$ cat src/rtl/layer_sequencer_if.sv
// Link from the sequencer to the accelerator top: per-layer launch/config/done
// handshake plus the read port into result memory A1.
`timescale 1ns/1ps
interface layer_sequencer_if #(
  parameter int DATA_W = 16
);
  logic              go;
  logic [2:0]        layer_index;
  logic [31:0]       data_address;
  logic [31:0]       data_size;
  logic [31:0]       weight_address;
  logic [31:0]       weight_size;
  logic [31:0]       result_address;
  logic [31:0]       result_size;
  logic              done;
  logic              rd_en;
  logic [31:0]       rd_addr;
  logic [DATA_W-1:0] rd_data;

  modport master (
    output go, layer_index, data_address, data_size, weight_address,
           weight_size, result_address, result_size, rd_en, rd_addr,
    input  done, rd_data
  );

  modport slave (
    input  go, layer_index, data_address, data_size, weight_address,
           weight_size, result_address, result_size, rd_en, rd_addr,
    output done, rd_data
  );
endinterface

$ cat src/rtl/layer_sequencer.sv
// Runs the five MNIST layers back to back (one go/done per layer), then scans the
// dense logits in memory A1 and reports the signed argmax; a per-layer timeout aborts.
`timescale 1ns/1ps
module layer_sequencer #(
  parameter int DATA_W      = 16,
  parameter int NUM_CLASSES = 10,
  parameter int GAP_CYCLES  = 2,
  parameter int TIMEOUT     = 1 << 22
) (
  input  logic                 clk,
  input  logic                 rstn,
  input  logic                 start,
  output logic                 busy,
  output logic                 net_done,
  output logic [3:0]           class_out,
  output logic                 class_valid,
  output logic                 error,
  layer_sequencer_if.master    bus
);

  localparam logic [3:0] S_IDLE  = 4'd0;
  localparam logic [3:0] S_SETUP = 4'd1;
  localparam logic [3:0] S_GO    = 4'd2;
  localparam logic [3:0] S_ARM   = 4'd3;
  localparam logic [3:0] S_WAIT  = 4'd4;
  localparam logic [3:0] S_GAP   = 4'd5;
  localparam logic [3:0] S_RD    = 4'd6;
  localparam logic [3:0] S_CMP   = 4'd7;
  localparam logic [3:0] S_DONE  = 4'd8;

  localparam logic [2:0] LAST_LAYER = 3'd4;

  typedef struct packed {
    logic [31:0] da;
    logic [31:0] ds;
    logic [31:0] wa;
    logic [31:0] ws;
    logic [31:0] ra;
    logic [31:0] rs;
  } cfg_t;

  function automatic cfg_t layer_cfg(input logic [2:0] idx);
    cfg_t c;
    c = '0;
    case (idx)
      3'd0: begin c.ds = 32'd1764; c.ws = 32'd40;  c.rs = 32'd6400; end
      3'd1: begin c.ds = 32'd6400;                 c.rs = 32'd1600; end
      3'd2: begin c.ds = 32'd1600; c.wa = 32'd40;  c.ws = 32'd148;  c.rs = 32'd1296; end
      3'd3: begin c.ds = 32'd1296;                 c.rs = 32'd324;  end
      3'd4: begin c.ds = 32'd324;  c.wa = 32'd188; c.ws = 32'd3250; c.rs = 32'd10;   end
      default: ;
    endcase
    return c;
  endfunction

  logic [3:0]               state_q, state_d;
  logic [2:0]               layer_q, layer_d;
  cfg_t                     cfg_q, cfg_d;
  logic [31:0]              cnt_q, cnt_d;
  logic                     busy_q, busy_d;
  logic                     net_done_q, net_done_d;
  logic [3:0]               class_out_q, class_out_d;
  logic                     class_valid_q, class_valid_d;
  logic                     error_q, error_d;
  logic [3:0]               best_idx_q, best_idx_d;
  logic signed [DATA_W-1:0] best_val_q, best_val_d;
  logic                     smp_vld_q;
  logic [3:0]               smp_idx_q;
  logic signed [DATA_W-1:0] sample;
  logic                     take;

  // Read data lags rd_en by one cycle, so the index rides along in smp_idx_q.
  assign sample     = $signed(bus.rd_data);
  assign take       = smp_vld_q && ((smp_idx_q == 4'd0) || (sample > best_val_q));
  assign best_idx_d = take ? smp_idx_q : best_idx_q;
  assign best_val_d = take ? sample : best_val_q;

  always_comb begin
    state_d       = state_q;
    layer_d       = layer_q;
    cfg_d         = cfg_q;
    cnt_d         = cnt_q;
    busy_d        = busy_q;
    net_done_d    = 1'b0;
    class_out_d   = class_out_q;
    class_valid_d = class_valid_q;
    error_d       = error_q;
    case (state_q)
      S_IDLE: begin
        // A start coinciding with a net_done pulse is dropped.
        if (start && !net_done_q) begin
          busy_d        = 1'b1;
          error_d       = 1'b0;
          class_valid_d = 1'b0;
          layer_d       = 3'd0;
          state_d       = S_SETUP;
        end
      end
      S_SETUP: state_d = S_GO;
      S_GO:    state_d = S_ARM;
      S_ARM: begin
        cnt_d   = '0;
        state_d = S_WAIT;
      end
      S_WAIT: begin
        if (bus.done) begin
          cnt_d   = '0;
          state_d = S_GAP;
        end else if (cnt_q == 32'(TIMEOUT - 1)) begin
          error_d    = 1'b1;
          net_done_d = 1'b1;
          busy_d     = 1'b0;
          state_d    = S_IDLE;
        end else begin
          cnt_d = cnt_q + 32'd1;
        end
      end
      S_GAP: begin
        if (cnt_q == 32'(GAP_CYCLES - 1)) begin
          cnt_d = '0;
          if (layer_q == LAST_LAYER) begin
            state_d = S_RD;
          end else begin
            layer_d = layer_q + 3'd1;
            state_d = S_SETUP;
          end
        end else begin
          cnt_d = cnt_q + 32'd1;
        end
      end
      S_RD: begin
        if (cnt_q == 32'(NUM_CLASSES - 1)) begin
          cnt_d   = '0;
          state_d = S_CMP;
        end else begin
          cnt_d = cnt_q + 32'd1;
        end
      end
      S_CMP: begin
        class_out_d   = best_idx_d;
        class_valid_d = 1'b1;
        net_done_d    = 1'b1;
        busy_d        = 1'b0;
        state_d       = S_DONE;
      end
      S_DONE:  state_d = S_IDLE;
      default: state_d = S_IDLE;
    endcase
    // Config is loaded on entry to SETUP so it is stable a full cycle before go.
    if (state_d == S_SETUP) begin
      cfg_d = layer_cfg(layer_d);
    end
  end

  always_ff @(posedge clk or negedge rstn) begin
    if (!rstn) begin
      state_q       <= S_IDLE;
      layer_q       <= '0;
      cfg_q         <= '0;
      cnt_q         <= '0;
      busy_q        <= 1'b0;
      net_done_q    <= 1'b0;
      class_out_q   <= '0;
      class_valid_q <= 1'b0;
      error_q       <= 1'b0;
      best_idx_q    <= '0;
      best_val_q    <= '0;
      smp_vld_q     <= 1'b0;
      smp_idx_q     <= '0;
    end else begin
      state_q       <= state_d;
      layer_q       <= layer_d;
      cfg_q         <= cfg_d;
      cnt_q         <= cnt_d;
      busy_q        <= busy_d;
      net_done_q    <= net_done_d;
      class_out_q   <= class_out_d;
      class_valid_q <= class_valid_d;
      error_q       <= error_d;
      best_idx_q    <= best_idx_d;
      best_val_q    <= best_val_d;
      smp_vld_q     <= (state_q == S_RD);
      smp_idx_q     <= cnt_q[3:0];
    end
  end

  assign busy               = busy_q;
  assign net_done           = net_done_q;
  assign class_out          = class_out_q;
  assign class_valid        = class_valid_q;
  assign error              = error_q;
  assign bus.go             = (state_q == S_GO);
  assign bus.rd_en          = (state_q == S_RD);
  assign bus.rd_addr        = (state_q == S_RD) ? (cfg_q.ra + cnt_q) : 32'd0;
  assign bus.layer_index    = layer_q;
  assign bus.data_address   = cfg_q.da;
  assign bus.data_size      = cfg_q.ds;
  assign bus.weight_address = cfg_q.wa;
  assign bus.weight_size    = cfg_q.ws;
  assign bus.result_address = cfg_q.ra;
  assign bus.result_size    = cfg_q.rs;

endmodule

$ cat src/flat_wrapper.sv
// flat-port wrapper written by rule: the top's interface ports become plain ports
module layer_sequencer_flat 
#(
  parameter int DATA_W      = 16,
  parameter int NUM_CLASSES = 10,
  parameter int GAP_CYCLES  = 2,
  parameter int TIMEOUT     = 1 << 22
)
  (clk, rstn, start, busy, net_done, class_out, class_valid, error, bus_go, bus_layer_index, bus_data_address, bus_data_size, bus_weight_address, bus_weight_size, bus_result_address, bus_result_size, bus_rd_en, bus_rd_addr, bus_done, bus_rd_data);
  layer_sequencer_if #(.DATA_W(DATA_W)) bus_i ();
  input  logic clk;
  input  logic rstn;
  input  logic start;
  output logic busy;
  output logic net_done;
  output logic [3:0] class_out;
  output logic class_valid;
  output logic error;
  output wire logic [$bits(bus_i.go)-1:0] bus_go;
  output wire logic [$bits(bus_i.layer_index)-1:0] bus_layer_index;
  output wire logic [$bits(bus_i.data_address)-1:0] bus_data_address;
  output wire logic [$bits(bus_i.data_size)-1:0] bus_data_size;
  output wire logic [$bits(bus_i.weight_address)-1:0] bus_weight_address;
  output wire logic [$bits(bus_i.weight_size)-1:0] bus_weight_size;
  output wire logic [$bits(bus_i.result_address)-1:0] bus_result_address;
  output wire logic [$bits(bus_i.result_size)-1:0] bus_result_size;
  output wire logic [$bits(bus_i.rd_en)-1:0] bus_rd_en;
  output wire logic [$bits(bus_i.rd_addr)-1:0] bus_rd_addr;
  input wire logic [$bits(bus_i.done)-1:0] bus_done;
  input wire logic [$bits(bus_i.rd_data)-1:0] bus_rd_data;
  assign bus_go = bus_i.go;
  assign bus_layer_index = bus_i.layer_index;
  assign bus_data_address = bus_i.data_address;
  assign bus_data_size = bus_i.data_size;
  assign bus_weight_address = bus_i.weight_address;
  assign bus_weight_size = bus_i.weight_size;
  assign bus_result_address = bus_i.result_address;
  assign bus_result_size = bus_i.result_size;
  assign bus_rd_en = bus_i.rd_en;
  assign bus_rd_addr = bus_i.rd_addr;
  assign bus_i.done = bus_done;
  assign bus_i.rd_data = bus_rd_data;
  layer_sequencer #(.DATA_W(DATA_W), .NUM_CLASSES(NUM_CLASSES), .GAP_CYCLES(GAP_CYCLES), .TIMEOUT(TIMEOUT)) u_core (.clk(clk), .rstn(rstn), .start(start), .busy(busy), .net_done(net_done), .class_out(class_out), .class_valid(class_valid), .error(error), .bus(bus_i));
endmodule
$ cat config.mk
export PLATFORM = sky130hd
export DESIGN_NAME = layer_sequencer_flat
export DESIGN_NICKNAME = d
export VERILOG_FILES = /design/src/rtl/layer_sequencer_if.sv /design/src/rtl/layer_sequencer.sv /design/src/flat_wrapper.sv
export SDC_FILE = /design/constraint.sdc
export NUM_CORES = 1
export LEC_CHECK = 0
export ABC_AREA = 0
export CORE_ASPECT_RATIO = 0.7
export CORE_UTILIZATION = 56
export CTS_BUF_LIST = sky130_fd_sc_hd__clkbuf_16
export DETAILED_ROUTE_END_ITERATION = 12
export DONT_BUFFER_PORTS = 1
export PLACE_DENSITY = 0.71
export SYNTH_ARGS = -nofsm -noshare
export SYNTH_HDL_FRONTEND = slang
export SYNTH_SLANG_ARGS = --single-unit
$ cat constraint.sdc
create_clock -name clk -period 7.13 [get_ports clk]
set_clock_uncertainty 0.05 [all_clocks]
set_input_delay 1.426 -clock clk [delete_from_list [all_inputs] [get_ports clk]]
set_output_delay 1.426 -clock clk [all_outputs]
set_load 0.01 [all_outputs]
# Yosys cells after proc, flatten, opt, wreduce, memory -nomap -nowiden
# Index checks and enable logic that the tools add are counted.
[totals]
elab_cells = 88
ff_bits = 200
input_bits = 20
out_inout_bits = 237
[classes]
mux = 34
addsub = 2
magnitude_cmp = 1
n_reduce_logical = 15
eq_ne = 20
[ops]
columns = ["operator", "n"]
rows = [
  ["$mux 32", 5],
  ["$pmux 13 s5", 2],
  ["$pmux 32 s4", 1],
  ["$pmux 12 s3", 1],
  ["$add 32x1->32 const B", 1],
  ["$eq 32x1->1 const B", 1],
  ["$eq 32x22->1 const B", 1],
  ["$eq 32x4->1 const B", 1],
  ["$pmux 4 s8", 1],
  ["$mux 4", 6],
  ["$eq 4x3->1 const B", 4],
  ["$gt 16x16->1", 1],
  ["$pmux 8 s2", 1],
  ["$mux 3", 4],
  ["$eq 4x1->1 const B", 2],
  ["$eq 4x2->1 const B", 2],
  ["$logic_not 4->1", 2],
  ["$mux 1", 8],
  ["$reduce_and 4->1", 2],
  ["$eq 3x2->1 const B", 2],
  ["$eq 3x3->1 const B", 2],
  ["$pmux 1 s2", 3],
  ["$pmux 3 s2", 1],
  ["$ne 2x1->1 const B", 2],
  ["other kinds (13)", 16],
]

# Logic depth before layout (Yosys ltp)
# Gate-level depths: netlist of run 1.
[logic_depth]
word_depth = 6
mapped_depth = 11
mapped_depth_nobuf = 10

# Least setup slack after synthesis of run 1
# OpenSTA, ideal clock, no wires.
[synth_timing]
path_kind = "input to register"
from = "in bus_rd_data[13]"
to = "reg u_core.best_val_q[10]"
path_slack_ns = 3.111
setup_ns = 0.125
required_time_ns = 6.955
cell_stages = 9
n_path_buf = 1
arrival_time_ns = 3.844
cell_sequence = "ha_1 > a21o_1 > a21o_1 > a221o_1 > or4_1 > a221o_1 > a21boi_4 > buf_6 > mux2_4"
[synth_between]
elab_chain_cells = 3
[synth_lines]
columns = ["element", "line", "text"]
rows = [
  ["from (decl)", "flat_wrapper.sv:30", "input wire logic [$bits(bus_i.rd_data)-1:0] bus_rd_data;"],
  ["$gt 16x16->1", "layer_sequencer.sv:74", "assign take = smp_vld_q && ((smp_idx_q == 4'd0) || (sample > best_val_q));"],
  ["$logic_or 1x1->1", "layer_sequencer.sv:74", ""],
  ["$logic_and 1x1->1", "layer_sequencer.sv:74", ""],
  ["to (signal assigned)", "layer_sequencer.sv:181", "best_val_q <= best_val_d;"],
  ["to (decl)", "layer_sequencer.sv:66", "logic signed [DATA_W-1:0] best_val_q, best_val_d;"],
]
# No other way between the ends.
# A chain may end at the register's enable or synchronous reset.

# Worst setup path in the final report of run 1
[layout_timing]
from = "reg u_core.state_q[2]"
to = "out bus_rd_addr[4]"
[layout_between]
elab_chain_cells = 2
[layout_lines]
columns = ["element", "line", "text"]
rows = [
  ["from (decl)", "layer_sequencer.sv:56", "logic [3:0] state_q, state_d;"],
  ["from (signal assigned)", "layer_sequencer.sv:171", "state_q <= state_d;"],
  ["$eq 4x3->1", "--", ""],
  ["via bus_rd_en", "flat_wrapper.sv:27", "output wire logic [$bits(bus_i.rd_en)-1:0] bus_rd_en;"],
  ["$mux 32", "layer_sequencer.sv:194", "assign bus.rd_addr = (state_q == S_RD) ? (cfg_q.ra + cnt_q) : 32'd0;"],
  ["to (decl)", "flat_wrapper.sv:28", "output wire logic [$bits(bus_i.rd_addr)-1:0] bus_rd_addr;"],
]
# The timed path passes the listed nets, and every way through them passes these cells.

==> results.sh, run 1 <==
export IMPL_coreArea_sq_um=10510
export IMPL_vias_per_cell=5.271
export IMPL_insertion_delay_ps=350
export IMPL_routabilityCongestion=0.8484
export IMPL_synth_top_cells_by_area="dfrtp_1, buf_4, o21ai_0, ha_1, and2_1"
export IMPL_hp_class="reg2reg"
export IMPL_post_route_period_util_pct=54.70
export IMPL_dp_hpwl_um=8713
export IMPL_cp_startpoint="u_core.state_q[2]"
export IMPL_netlist_instances=696
export IMPL_die_height_um=89.73
export IMPL_drive_above_1_share_pct=7.357
export IMPL_worst_slack_ps=3230
export IMPL_dr_pass1_iters=5
export IMPL_wl_met1_um=5382
export IMPL_cp_arrival_ps=2420
export IMPL_path_cells="nand2b_1 -> nor2_2 -> and2_1"
export IMPL_cts_buffer_depth=2
export IMPL_die_area_sq_um=11420
export IMPL_worstReg2RegEnd="u_core.cnt_q[19]"
export IMPL_cts_sinks=87
export IMPL_drt_initial_drc_count=329
export IMPL_grt_use_total_pct=21.91
export IMPL_post_cts_resize_count=0
export IMPL_synth_yosys_seq_area_share_pct=35.36
export IMPL_met3_length_um=846
export IMPL_areaGrowthSynthToFinish_pct=-5.812
export IMPL_drv_cap=0
export IMPL_drc=0
export IMPL_fin_nets=701
export IMPL_yosys_area_top_type="dfrtp_1"
export IMPL_p_leak_nw=2.799
export IMPL_ys_ff_latch=87
export IMPL_status="completed"
export IMPL_placementRows=31
export IMPL_cts_setup_buffers=0
export IMPL_syn_area_per_cell_sq_um=8.846
export IMPL_preCtsSetupSlack_ps=2887
export IMPL_synthArstFlopShare_pct=100.0
export IMPL_cts_tree="done"
export IMPL_crit_required_ps=5650
export IMPL_cts_inserted_buffers=9
export IMPL_startpoint_type="flip-flop"
export IMPL_r2r_start="u_core.cnt_q[30]"
export IMPL_top_level_ports=257
export IMPL_worst_setup_path_end_kind="output pin"
export IMPL_slew_viol_final=0
export IMPL_grt_max_degree=88
export IMPL_clock_fmax_mhz=256.4
export IMPL_cts_hold_buf=0
export IMPL_finalCriticalPeriod_ps=3900
export IMPL_die_w_um=127.3
export IMPL_htree_levels=3
export IMPL_criticalPathCategory="reg2out"
export IMPL_overflow=0
export IMPL_critPathSlowestCell="nor2_2"
export IMPL_synth_edf_count=0
export IMPL_num_antenna_cells=0
export IMPL_route_vias_total=4291
export IMPL_finalSetupViolations=0
export IMPL_tightest_slew_ps=1328
export IMPL_netlist_area_sq_um=6157
export IMPL_fillers=936
export IMPL_ys_types=50
export IMPL_routedWlPerCell_um=14.94
export IMPL_rsz0062_at_grt="false"
export IMPL_reg2reg_depth=7
export IMPL_highest_layer="met4"
export IMPL_antenna_found_initial=0
export IMPL_grt_pass1_wl_um=19750
export IMPL_grt_pass1_vias=3744
export IMPL_yosysWarnings=0
export IMPL_clock_root_buffer="clkbuf_16"
export IMPL_io_buffers=0
export IMPL_path_max_fanout=32
export IMPL_worst_path_stages=3
export IMPL_ant_nets=0
export IMPL_start_util_pct=58.58
export IMPL_met2_length_um=5750
export IMPL_ir_drop_uv=156.6
export IMPL_critPathTopFamily="simple AND/OR/NAND/NOR gates"
export IMPL_ys_dominant_reg_cell="dfrtp_1"
export IMPL_wl_um=12160
export IMPL_r2r_slack_ps=3650
export IMPL_cpPeakStageDelay_ps=880
export IMPL_finalHoldViolations=0
export IMPL_crit_path_end="bus_rd_addr[4]"
export IMPL_power_density_nw_per_um2=180.3
export IMPL_synth_top_area_share_pct=35.36
export IMPL_max_slew_margin_pct=10.68
export IMPL_clk_pin_slew_ps=70
export IMPL_cp_buffers_inverters=0
export IMPL_place_area_sq_um=5504
export IMPL_setup_tns_ps=0
export IMPL_postLayoutCellArea_sq_um=5799
per-layer routing:
layer | up-vias | global-route usage (%)
met5 | - | 0
met2 | 222 | 34.06
met3 | 14 | 5.000
met4 | 0 | 6.944
li1 | 1980 | -
met1 | 2075 | 30.24
layout by cell type, fill, tap and decap left out, types with 9 or more instances in the layout:
cell,n
mux2_4,10
and2_1,33
nand4_1,9
mux2_2,14
conb_1,159
and3_1,10
inv_1,27
a21oi_1,24
nor2_1,31
nor3_1,9
nor2b_1,11
dfrtp_1,87
clkbuf_16,9
nand3_1,22
nor4_1,11
o21ai_0,56
o31ai_1,13
nand2_1,46
ha_1,20
through the flow:
step                cells  util [%]  hold WS (ps)  power [mW]
CTS                   814     55.17         428.2       1.052
floorplan             854         -         298.7      0.6336
global placement      798     52.36         389.3      0.5733
global route          814     55.17         437.2       1.083
detailed placement    798     52.36         407.7      0.5756
finish                814     55.17         420.9       1.046
kinds of logic (layout without fill, tap and decap cells):
logic type / after synthesis / after routing / synth area share, %
xor gates and xnor gates: 1 / 1 / 0.1423
buffers and inverters: 233 / 45 / 25.18
DFF: 87 / 87 / 35.36
and+or+nand+nor: 201 / 201 / 17.19
adders and majority gates: 20 / 20 / 4.064
muxes: 24 / 24 / 4.999
AOI/OAI and AO/OA: 129 / 129 / 13.01
other: 1 / 159 / 0.06090
how the worst min path moves through the flow:
| stage | start | end | slack [ps] | cells after the start |
|---|---|---|---|---|
| global placement | u_core.cnt_q[1] | u_core.smp_idx_q[1] | 390 | 0 |
| detailed placement | u_core.cnt_q[1] | u_core.smp_idx_q[1] | 410 | 0 |
| global route | u_core.cnt_q[1] | u_core.smp_idx_q[1] | 440 | 0 |
| finish | u_core.cnt_q[1] | u_core.smp_idx_q[1] | 420 | 0 |
| CTS | u_core.cnt_q[1] | u_core.smp_idx_q[1] | 430 | 0 |
| floorplan | u_core.cnt_q[3] | u_core.smp_idx_q[3] | 300 | 0 |
Yosys cell counts, types with 2 or more instances:
cell	n
nor4_1	11
buf_4	177
and2_1	33
nand2_1	46
a221o_1	3
a31oi_1	7
a21o_1	6
nand4_1	9
and4_1	6
mux2_4	10
ha_1	20
inv_1	27
mux2_2	14
nor2_1	32
a21oi_1	24
nor3_1	9
o21ai_0	56
nor2b_1	11
nand2b_1	2
buf_2	3
o31ai_1	13
and3_1	10
clkbuf_1	25
nand3_1	22
o41ai_1	8
dfrtp_1	87
or3_1	2
worst reg2reg max path: stages (launching register included):
cell,delay [ps]
dfrtp_1,460
nor4_1,500
nand4_1,150
nor4_1,770
o21ba_2,280
or2_1,800
o21ai_0,240
o41ai_1,120
registers in the layout (all words and copies together), names as in the netlist, 2 cells and up:
name / count
u_core.best_val_q: 16
u_core.bus.weight_size: 2
u_core.best_idx_q: 4
u_core.bus.layer_index: 3
u_core.class_out: 4
u_core.bus.data_size: 8
u_core.state_q: 4
u_core.smp_idx_q: 4
u_core.bus.result_size: 4
u_core.cnt_q: 32
power breakdown:
part | leakage, nW | total, mW | switching, mW | internal (mW)
Combinational | 1.60 | 0.0666 | 0.0512 | 0.0154
Sequential | 1.05 | 0.501 | 0.00312 | 0.498
Clock | 0.148 | 0.478 | 0.205 | 0.273
Total | 2.80 | 1.05 | 0.259 | 0.787
area by class of cell:
type                            count  area [sq um]  area share [%]
Inverter                           27         101.3           1.748
Sequential cell                    87          2177           37.54
Clock buffer                        9         225.2           3.883
Multi-Input combinational cell    534          3025           52.17
Tap cell                          148         185.2           3.193
Timing Repair Buffer                2         15.01          0.2589
Clock inverter                      7         70.07           1.208
Power figures use the tool's default switching activity.
==> run 2, diff against run 1 <==
PLACE_DENSITY = 0.74   (was 0.71)
clock period = 3.5 ns   (was 7.13 ns; I/O delays follow)
==> run 2 against run 1 <==
Combinational power up 140%. Utilization up 0.79 points. Count of clock-buffer cells in the layout unchanged. Non-clock buffer count up 8. Worst hold slack worse by 240 ps. Setup slack worse by 2900 ps. Via count up 0.28%. Wire length up 3.4%. Register-to-register slack worse by 3300 ps. Sequential power up 100%. Sequential cell count unchanged. Critical endpoint is now u_core.best_val_q[4]. Largest cell class unchanged.
==> results.sh, run 2 (synthesis results as in run 1) <==
export IMPL_status="completed"
export IMPL_dr_pass1_iters=5
export IMPL_ff_latch_area_sq_um=2177
export IMPL_grt_pass1_wl_um=19980
export IMPL_drt_initial_drc_count=322
export IMPL_slew_viol_final=0
export IMPL_path_cells="inv_1 -> ha_1 -> nand4_1 -> nor4_1 -> a21boi_0 -> or4_1 -> a221o_1 -> a21boi_4 -> mux2_2"
export IMPL_finalHoldViolations=0
export IMPL_criticalPathCategory="reg2reg"
export IMPL_fillers=901
export IMPL_die_height_um=89.73
export IMPL_finalCriticalPeriod_ps=3165
export IMPL_drv_cap=0
export IMPL_crit_required_ps=3680
export IMPL_p_leak_nw=2.849
export IMPL_ir_drop_uv=219.8
export IMPL_htree_levels=3
export IMPL_die_w_um=127.3
export IMPL_route_vias_total=4303
export IMPL_grt_use_total_pct=21.88
export IMPL_coreArea_sq_um=10510
export IMPL_final_cells=822
export IMPL_routedWlPerCell_um=15.30
export IMPL_insertion_delay_ps=340
export IMPL_pwr_share_comb_pct=7.4
export IMPL_r2r_start="u_core.best_val_q[15]"
export IMPL_mostFrequentLayoutCells="conb_1, dfrtp_1, o21ai_0"
export IMPL_fin_nets=709
export IMPL_reg2reg_depth=9
export IMPL_grt_max_degree=68
export IMPL_tightest_slew_ps=1038
export IMPL_cts_buffer_depth=2
export IMPL_num_antenna_cells=0
export IMPL_startpoint_type="flip-flop"
export IMPL_max_slew_margin_pct=30.53
export IMPL_start_util_pct=58.58
export IMPL_io_buffers=0
export IMPL_cts_tree="done"
export IMPL_netSwitchingPower_mw=0.5414
export IMPL_path_max_fanout=16
export IMPL_hold_slack_ps=179.5
export IMPL_placementRows=31
export IMPL_cp_arrival_ps=3340
export IMPL_areaGrowthSynthToFinish_pct=-4.471
export IMPL_swShare_pct=25.21
export IMPL_cpPeakStageDelay_ps=640
export IMPL_worstReg2RegEnd="u_core.best_val_q[4]"
export IMPL_hp_class="in2async"
export IMPL_drc=0
export IMPL_drive_above_1_share_pct=8.160
export IMPL_p_clk_share_pct=45.0
export IMPL_clock_fmax_mhz=316.0
export IMPL_finalSetupViolations=0
export IMPL_worst_setup_path_end_kind="flip-flop"
export IMPL_multi_input_area_sq_um=3023
export IMPL_worst_slack_ps=335.2
export IMPL_p_seq_share_pct=47.6
export IMPL_top_register="u_core.cnt_q"
export IMPL_setup_tns_ps=0
export IMPL_preCtsSetupSlack_ps=35.66
export IMPL_vias_per_cell=5.235
export IMPL_rsz0062_at_grt="false"
export IMPL_clock_root_buffer="clkbuf_16"
export IMPL_ant_nets=0
export IMPL_post_route_period_util_pct=90.42
export IMPL_die_area_sq_um=11420
export IMPL_clk_pin_slew_ps=60
export IMPL_final_common_cell="conb_1"
export IMPL_overflow=0
export IMPL_cts_sinks=87
export IMPL_largest_reg_flops=32
export IMPL_routabilityCongestion=0.8287
export IMPL_top_level_ports=257
export IMPL_dp_hpwl_um=8924
export IMPL_wl_um=12580
export IMPL_dp_cells=804
export IMPL_grt_pass1_vias=3901
export IMPL_antenna_found_initial=0
export IMPL_critPathSlowestCell="a21boi_4"
export IMPL_cts_inserted_buffers=9
export IMPL_p_int_mw=1.606
export IMPL_r2r_slack_ps=340
export IMPL_power_density_nw_per_um2=365.1
## run 2: cell types whose count changed in the layout (fill, tap and decap cells not counted), sizes merged
cell,delta
buf,+7
clkinv,-1
clkinvlp,+1
dlygate4sd3,+1
## run 2: critical path, delay by kind of cell, from the launching register on
kind	cells	cell delay (ps)
fa+ha+maj	1	320
compound gates	3	1200
mux	1	410
simple gates	3	680
buf+inv	1	40
flops	1	340
## run 2: how the worst max path moves through the flow
stage / start / endpoint / slack (ps) / cells past startpoint
3_3_place_gp: bus_rd_data[13] / u_core.best_val_q[0] / 140 / 8
4_1_cts: u_core.best_val_q[15] / u_core.best_val_q[0] / 340 / 9
6_report: u_core.best_val_q[15] / u_core.best_val_q[4] / 340 / 9
3_5_place_dp: bus_rd_data[15] / u_core.best_val_q[0] / 40 / 8
2_1_floorplan: bus_rd_data[13] / u_core.best_val_q[10] / 210 / 9
5_1_grt: u_core.best_val_q[15] / u_core.best_val_q[4] / 60 / 9
## run 2: area by class of cell
class | instances | area share, %
multi-input cells | 534 | 51.39
flip-flops and latches | 87 | 37.01
clock buffers | 9 | 3.829
well taps | 148 | 3.148
inverters | 27 | 1.723
repair buffers | 10 | 1.659
clock inverters | 7 | 1.234
## run 2: power groups by stage
stage / registers [mW] / clock network, mW / logic [mW]
after floorplan: 1.04 / 0 / 0.252
after global placement: 1.04 / 0 / 0.128
after detailed placement: 1.04 / 0 / 0.132
after CTS: 1.02 / 0.984 / 0.158
after global routing: 1.02 / 1.02 / 0.182
final: 1.02 / 0.967 / 0.159
## run 2: what timing repair did
| action | in CTS | in global routing |
|---|---|---|
| hold endpoints to repair | 67 | 0 |
| setup buffers | 0 | 0 |
| gates resized for setup | 0 | 0 |
| hold buffers | 2 | 0 |
| setup endpoints to repair | 0 | 0 |
## run 2: stage by stage
stage                     power [mW]  area [sq um]  util [%]
after global routing           2.224          5882     55.96
after detailed placement       1.172          5547     52.77
after global placement         1.168          5547     52.77
after floorplan                1.291          6750         -
after CTS                      2.163          5882     55.96
final                          2.148          5882     55.96
## run 2: routing by layer
layer,track usage (%),share of wire (%),vias up
met1,29.23,44,2078
met5,0,0,-
met2,34.56,47,211
met3,6.250,7.7,15
met4,6.151,1.4,0
li1,-,-,1999
==> run 3, diff against run 2 <==
TNS_END_PERCENT = 1   (was not set)
==> results of run 3 <==
Final layout, timing and power as in run 2 (identical DEF).
